**src/rtl/fetch_pkg.sv**
```systemverilog
// Shared constants for the instruction-fetch front end: FSM encodings,
// PC increment and counter sizing.
`timescale 1ns/1ps
package fetch_pkg;

    localparam logic [1:0] ST_RST_WAIT = 2'd0;
    localparam logic [1:0] ST_FETCH    = 2'd1;
    localparam logic [1:0] ST_DROP     = 2'd2;

    localparam int unsigned PC_INC = 4;

    // Counters must hold the value DEPTH itself, not just DEPTH-1.
    function automatic int fetch_cnt_w(input int depth);
        return $clog2(depth + 1);
    endfunction

endpackage

```
**src/rtl/fetch_queue.sv**
```systemverilog
// Circular buffer of fetched instructions: entries are allocated when a request
// fires, filled in request order by responses, and popped from the head.
`timescale 1ns/1ps
module fetch_queue
    import fetch_pkg::*;
#(
    parameter int ADDR_W = 32,
    parameter int DATA_W = 32,
    parameter int DEPTH  = 4,
    localparam int PTR_W = $clog2(DEPTH),
    localparam int CNT_W = fetch_cnt_w(DEPTH)
) (
    input  logic              clk,
    input  logic              rst_n,
    input  logic              flush,
    input  logic              alloc,
    input  logic [ADDR_W-1:0] alloc_pc,
    input  logic              fill,
    input  logic [DATA_W-1:0] fill_data,
    input  logic              pop,
    output logic              head_valid,
    output logic [ADDR_W-1:0] head_pc,
    output logic [DATA_W-1:0] head_instr,
    output logic [CNT_W-1:0]  occupancy,
    output logic [CNT_W-1:0]  inflight
);

    typedef struct packed {
        logic [ADDR_W-1:0] pc;
        logic [DATA_W-1:0] instr;
    } entry_t;

    entry_t [DEPTH-1:0] ent_q, ent_d;
    logic [DEPTH-1:0]   filled_q, filled_d;
    logic [PTR_W-1:0]   head_q, head_d;
    logic [PTR_W-1:0]   tail_q, tail_d;
    logic [PTR_W-1:0]   fptr_q, fptr_d;
    logic [CNT_W-1:0]   occ_q, occ_d;
    logic [CNT_W-1:0]   infl_q, infl_d;
    logic               fill_ok;

    assign fill_ok = fill && (infl_q != '0);

    always_comb begin
        ent_d    = ent_q;
        filled_d = filled_q;
        head_d   = head_q;
        tail_d   = tail_q;
        fptr_d   = fptr_q;
        occ_d    = occ_q + CNT_W'(alloc) - CNT_W'(pop);
        infl_d   = infl_q + CNT_W'(alloc) - CNT_W'(fill_ok);

        // A full buffer may alloc into the slot being popped; the head is read
        // from registers, so the outgoing entry is unaffected.
        if (alloc) begin
            ent_d[tail_q].pc  = alloc_pc;
            filled_d[tail_q]  = 1'b0;
            tail_d            = tail_q + PTR_W'(1);
        end
        if (fill_ok) begin
            ent_d[fptr_q].instr = fill_data;
            filled_d[fptr_q]    = 1'b1;
            fptr_d              = fptr_q + PTR_W'(1);
        end
        if (pop) begin
            head_d = head_q + PTR_W'(1);
        end

        if (flush) begin
            filled_d = '0;
            head_d   = '0;
            tail_d   = '0;
            fptr_d   = '0;
            occ_d    = '0;
            infl_d   = '0;
        end
    end

    always_ff @(posedge clk) begin
        if (!rst_n) begin
            filled_q <= '0;
            head_q   <= '0;
            tail_q   <= '0;
            fptr_q   <= '0;
            occ_q    <= '0;
            infl_q   <= '0;
        end else begin
            filled_q <= filled_d;
            head_q   <= head_d;
            tail_q   <= tail_d;
            fptr_q   <= fptr_d;
            occ_q    <= occ_d;
            infl_q   <= infl_d;
        end
    end

    always_ff @(posedge clk) begin
        ent_q <= ent_d;
    end

    assign head_valid = (occ_q != '0) && filled_q[head_q];
    assign head_pc    = ent_q[head_q].pc;
    assign head_instr = ent_q[head_q].instr;
    assign occupancy  = occ_q;
    assign inflight   = infl_q;

endmodule

```
**src/rtl/if_fetch_unit.sv**
```systemverilog
// Instruction-fetch front end: owns the PC, issues in-order memory requests,
// buffers returned instructions and discards responses made stale by redirects.
`timescale 1ns/1ps
module if_fetch_unit
    import fetch_pkg::*;
#(
    parameter int                ADDR_W   = 32,
    parameter int                DATA_W   = 32,
    parameter int                DEPTH    = 4,
    parameter logic [ADDR_W-1:0] RESET_PC = '0
) (
    input  logic              Clk,
    input  logic              Reset,
    output logic              imem_req_valid,
    input  logic              imem_req_ready,
    output logic [ADDR_W-1:0] imem_req_addr,
    input  logic              imem_rsp_valid,
    input  logic [DATA_W-1:0] imem_rsp_data,
    input  logic              redirect_valid,
    input  logic [ADDR_W-1:0] redirect_pc,
    output logic              if_valid,
    input  logic              if_ready,
    output logic [DATA_W-1:0] if_instr,
    output logic [ADDR_W-1:0] if_pc,
    output logic [ADDR_W-1:0] if_pc_plus4
);

    localparam int CNT_W = fetch_cnt_w(DEPTH);

    logic [ADDR_W-1:0] pc_q, pc_d;
    logic [1:0]        state_q, state_d;
    logic [CNT_W-1:0]  drop_cnt_q, drop_cnt_d;

    logic              head_valid;
    logic [ADDR_W-1:0] head_pc;
    logic [DATA_W-1:0] head_instr;
    logic [CNT_W-1:0]  occupancy;
    logic [CNT_W-1:0]  inflight;
    logic              pop;
    logic              req_fire;
    logic              rsp_drop;
    logic              rsp_fill;

    assign pop = head_valid && if_ready;

    // A pop in this cycle frees a slot, so a full buffer can still issue.
    assign imem_req_valid = (state_q != ST_RST_WAIT) &&
                            ((occupancy < CNT_W'(DEPTH)) || pop);
    assign imem_req_addr  = pc_q;
    assign req_fire       = imem_req_valid && imem_req_ready;

    assign rsp_drop = redirect_valid || (state_q == ST_DROP);
    assign rsp_fill = imem_rsp_valid && !rsp_drop;

    always_comb begin
        pc_d       = pc_q;
        drop_cnt_d = drop_cnt_q;
        state_d    = state_q;

        if (redirect_valid) begin
            pc_d       = redirect_pc & ~ADDR_W'(3);
            drop_cnt_d = drop_cnt_q + inflight + CNT_W'(req_fire);
        end else if (req_fire) begin
            pc_d = pc_q + ADDR_W'(PC_INC);
        end

        if (imem_rsp_valid && rsp_drop && (drop_cnt_d != '0)) begin
            drop_cnt_d = drop_cnt_d - CNT_W'(1);
        end

        case (state_q)
            ST_RST_WAIT: state_d = ST_FETCH;
            default:     state_d = (drop_cnt_d != '0) ? ST_DROP : ST_FETCH;
        endcase
    end

    always_ff @(posedge Clk) begin
        if (!Reset) begin
            pc_q       <= RESET_PC;
            state_q    <= ST_RST_WAIT;
            drop_cnt_q <= '0;
        end else begin
            pc_q       <= pc_d;
            state_q    <= state_d;
            drop_cnt_q <= drop_cnt_d;
        end
    end

    fetch_queue #(
        .ADDR_W (ADDR_W),
        .DATA_W (DATA_W),
        .DEPTH  (DEPTH)
    ) u_queue (
        .clk        (Clk),
        .rst_n      (Reset),
        .flush      (redirect_valid),
        .alloc      (req_fire),
        .alloc_pc   (pc_q),
        .fill       (rsp_fill),
        .fill_data  (imem_rsp_data),
        .pop        (pop),
        .head_valid (head_valid),
        .head_pc    (head_pc),
        .head_instr (head_instr),
        .occupancy  (occupancy),
        .inflight   (inflight)
    );

    assign if_valid    = head_valid;
    assign if_instr    = head_valid ? head_instr : '0;
    assign if_pc       = head_valid ? head_pc : '0;
    assign if_pc_plus4 = if_pc + ADDR_W'(PC_INC);

endmodule

```
**config.mk**
```make
export PLATFORM = sky130hd
export DESIGN_NAME = if_fetch_unit
export DESIGN_NICKNAME = d
export VERILOG_FILES = /design/src/rtl/fetch_pkg.sv /design/src/rtl/fetch_queue.sv /design/src/rtl/if_fetch_unit.sv
export SDC_FILE = /design/constraint.sdc
export NUM_CORES = 1
export LEC_CHECK = 0
export ABC_AREA = 1
export CAP_MARGIN = 0
export CORE_ASPECT_RATIO = 0.8
export CORE_UTILIZATION = 45
export DETAILED_ROUTE_END_ITERATION = 16
export PLACE_DENSITY = 0.68
export SLEW_MARGIN = 10
export SYNTH_ARGS = -nofsm -noshare
export SYNTH_HDL_FRONTEND = slang
export SYNTH_SLANG_ARGS = --single-unit
```
**constraint.sdc**
```tcl
create_clock -name Clk -period 3.6 [get_ports Clk]
set_clock_uncertainty 0.2 [all_clocks]
set_input_delay 1.08 -clock Clk [delete_from_list [all_inputs] [get_ports Clk]]
set_output_delay 1.08 -clock Clk [all_outputs]
set_load 0.02 [all_outputs]
```
==> impl_metrics.py <==
metrics = {
    "pwr": {
        "net-switching-power_w": 0.00210,
        "p_int_w": 0.00608,
        "p_comb_frac": 0.140,
        "switching_share": 0.257,
        "peakVddDrop_uv": 368,
        "p_seq_frac": 0.492,
        "clkPwrFrac": 0.368,
        "p_leak_nw": 8.41,
        "pwr_density_cell_mw_per_mm2": 401,
    },
    "worst_hold_path": {
        "worstHoldStart": "u_queue.fptr_q[0]",
        "hold_path.class": "flip-flop to flip-flop",
    },
    "global_routing": {
        "antenna_found_initial": 0,
        "grt_pass1_wl_um": 67500,
        "track_usage": 0.246,
        "grt_overflow": 0,
        "grt_max_degree": 52,
        "grt_pass1_vias": 12600,
    },
    "floorplan": {
        "row_count": 59,
        "ios": 200,
        "start_util": 0.463,
        "die-width_um": 208,
        "core_region_area_mm2": 0.0330,
        "die_h_um": 167,
        "fp.dieArea_mm2": 0.0347,
    },
    "final_layout": {
        "fin_nets": 2221,
        "post-route-util": 0.618,
        "area_growth_pct": 33.4,
        "fin_cells": 2582,
        "n_antenna_cell": 0,
        "drive_gt1_frac": 0.195,
    },
    "synth": {
        "syn-cell-area_mm2": 0.0153,
        "synth_edf_count": 248,
        "ys_seq_area_frac": 0.554,
        "synth_ff_type": "edfxtp_1",
        "synthDistinctLibCells": 39,
        "async_flop_share": 0,
        "syn_inst": 1818,
        "ys.warnings.count": 0,
        "avgSynthCellArea_um2": 8.40,
        "ys_seq_elements": 299,
    },
    "detailed_routing": {
        "vias": 13200,
        "avgViaCountPerCell": 5.11,
        "dr.pass1.iters": 5,
        "drt_iter0_markers": 1044,
        "routed_wl_um": 43900,
        "drc": 0,
        "ant_nets": 0,
        "wire_per_inst_um": 17.0,
    },
    "clock_network": {
        "cts_buffer_depth": 3,
        "clock_latency_ns": 0.56,
        "cts_tree": "yes",
        "h-tree-depth": 1,
        "numCtsBuffers": 31,
        "clkTransAtPathRegs_ns": 0.06,
        "cts-root-buf": "clkbuf_16",
        "cts_hold_buf": 0,
        "cts.sinks": 299,
    },
    "worst_setup_path": {
        "worstPathArrival_ns": 2.73,
        "worst-r2r-cell-count": 24,
        "ff2ff_setup_slack_ns": -0.28,
        "critPathSlowestCell": "dfxtp_4",
        "end_kind": "primary output",
        "cpLargestDelayFamily": "simple AND/OR/NAND/NOR gates",
        "crit_path_start_kind": "flip-flop",
        "cpPeakStageDelay_ns": 0.38,
        "worstSetupPathType": "flip-flop to primary output",
        "reg2reg_from": "u_queue.head_q[0]",
        "reg2reg_to": "state_q[1]",
        "cp_num_cells": 17,
        "crit_end": "if_pc_plus4[14]",
        "startpoint": "u_queue.head_q[0]",
        "critical_path_required_ns": 2.32,
        "path_buf_inv": 5,
        "cpMostUsedCell": "nand2_4",
        "path_max_fanout": 6,
        "crit_chain": "buf_8 -> nand2_4 -> nand3_4 -> nand2_4 -> nand2_4 -> inv_4 -> nand2_2 -> inv_2 -> ha_4 -> inv_2 -> nor2_4 -> nand3_4 -> nor2_4 -> nand2_4 -> nor2_4 -> xor2_2 -> buf_6",
    },
    "placed_design": {
        "gp_congestion": 0.915,
        "dpl.hpwl_um": 28100,
        "port_buffers": 191,
        "dp.cells": 2490,
    },
    "outcome": {
        "status": "complete, but fails checks",
        "violations": "setup timing",
    },
    "timing": {
        "slew_headroom": 0.319,
        "fin_ws_ns": -0.410,
        "finalSetupTns_ns": -12.24,
        "period_share": 1.11,
        "rsz0062_at_grt": "yes",
        "fin_crit_ns": 4.01,
        "hold_viol_final": 0,
        "setup_viol": 47,
        "maxSlewViolCount": 0,
        "whs_ns": 0.311,
        "fmax_mhz": 249,
        "tightest_slew_ns": 1.01,
    },
    "run": {
        "max_cap_violations": 0,
    },
}
[cell usage in the layout, fill, tap and decap left out, types with 8 or more instances in the layout]
master / count
buf_4: 135
clkbuf_16: 35
nand2_1: 374
xor2_1: 13
nor2_2: 24
dfxtp_1: 49
nand3_2: 10
nand3b_1: 8
o21ai_0: 83
nand2_2: 27
buf_12: 15
inv_2: 10
buf_2: 11
buf_6: 41
edfxtp_1: 248
clkdlybuf4s50_1: 103
clkdlybuf4s15_2: 12
nand4_1: 17
xnor2_1: 13
nor2_4: 21
nand2_4: 11
ha_1: 13
a21oi_1: 74
dlygate4sd2_1: 21
clkbuf_2: 10
inv_1: 205
nor2_1: 350
nand3_1: 127
[what timing repair did]
item,4_1_cts,5_1_grt
cloned,2,5
setup endpoints to repair,97,94
buffers inserted,18,15
gates resized for setup,367,115
pin swaps,31,49
[cell families after synthesis]
| logic type | count (synthesis) | share of synthesized area |
|---|---|---|
| AND/OR/NAND/NOR | 986 | 0.265 |
| buffers and inverters | 308 | 0.0859 |
| flip-flops | 299 | 0.554 |
| AO/OA/AOI/OAI | 171 | 0.0569 |
| XOR/XNOR | 32 | 0.0183 |
| adder cells (fa/ha/maj) | 20 | 0.0183 |
| other | 1 | 0.000245 |
| multiplexers | 1 | 0.000737 |
[flip-flops by register name (all words and copies together) (netlist names)]
name and cells:
drop_cnt_q 3, imem_req_addr 30, state_q 2, u_queue.ent_q 248, u_queue.filled_q 4, u_queue.fptr_q 2
u_queue.head_q 2, u_queue.inflight 3, u_queue.occupancy 3, u_queue.tail_q 2
[tightest hold or removal path: stages, from the launching register on]
cell	delay [ns]
dfxtp_1	0.34
nand2_1	0.07
a21oi_1	0.05
[worst min-delay path by stage]
| stage | to | slack (ns) | cells past startpoint |
|---|---|---|---|
| finish | u_queue.fptr_q[0] | 0.31 | 2 |
| global route | u_queue.fptr_q[0] | 0.33 | 2 |
| CTS | u_queue.tail_q[1] | 0.31 | 2 |
| detailed placement | u_queue.tail_q[1] | 0.30 | 2 |
| global placement | u_queue.tail_q[0] | 0.29 | 2 |
| floorplan | u_queue.filled_q[0] | 0.24 | 2 |
[power groups by stage]
stage / sequential (W) / clock, W / combinational (W)
6_report: 0.00402 / 0.00301 / 0.00114
5_1_grt: 0.00404 / 0.00318 / 0.00126
4_1_cts: 0.00402 / 0.00304 / 0.00109
3_5_place_dp: 0.00409 / 0 / 0.00105
3_3_place_gp: 0.00409 / 0 / 0.00103
2_1_floorplan: 0.00409 / 0 / 0.000552
[Yosys cell counts, types with 16 or more instances]
cell type,count,area share
nand4_1,17,0.0070
nor2_2,16,0.0066
edfxtp_1,248,0.49
buf_2,22,0.0072
dfxtp_1,51,0.067
a21oi_1,78,0.026
xor2_1,18,0.010
nand2_1,408,0.10
clkbuf_1,31,0.0076
ha_1,16,0.013
inv_1,213,0.052
nand3_1,141,0.046
o21ai_0,86,0.028
nor2_1,378,0.093
[per-stage QoR]
step | cell area, um2 | total power (W) | worst slack, ns
floorplan | 15400 | 0.00464 | -0.0950
global placement | 18500 | 0.00512 | -0.744
detailed placement | 18500 | 0.00514 | -0.787
CTS | 19900 | 0.00815 | -0.394
global route | 20400 | 0.00847 | -0.573
finish | 20400 | 0.00818 | -0.410
[area by class of cell]
type | count | area, um2
fill | 2741 | 12600
timing repair inverter | 1 | 11.3
clock buffer | 41 | 843
tap | 427 | 534
timing repair buffer | 363 | 3480
sequential | 299 | 8480
multi-input combinational | 1216 | 6100
clock inverter | 16 | 110
inverter | 219 | 832
[routing by layer]
layer	up-vias	wire length, um	GRT usage
met2	532	20200	0.393
met4	0	787	0.0509
met5	-	0	0
met1	6136	19500	0.358
met3	62	3490	0.0315
li1	6465	-	-
Note: power is estimated with default switching activity, not from simulation.
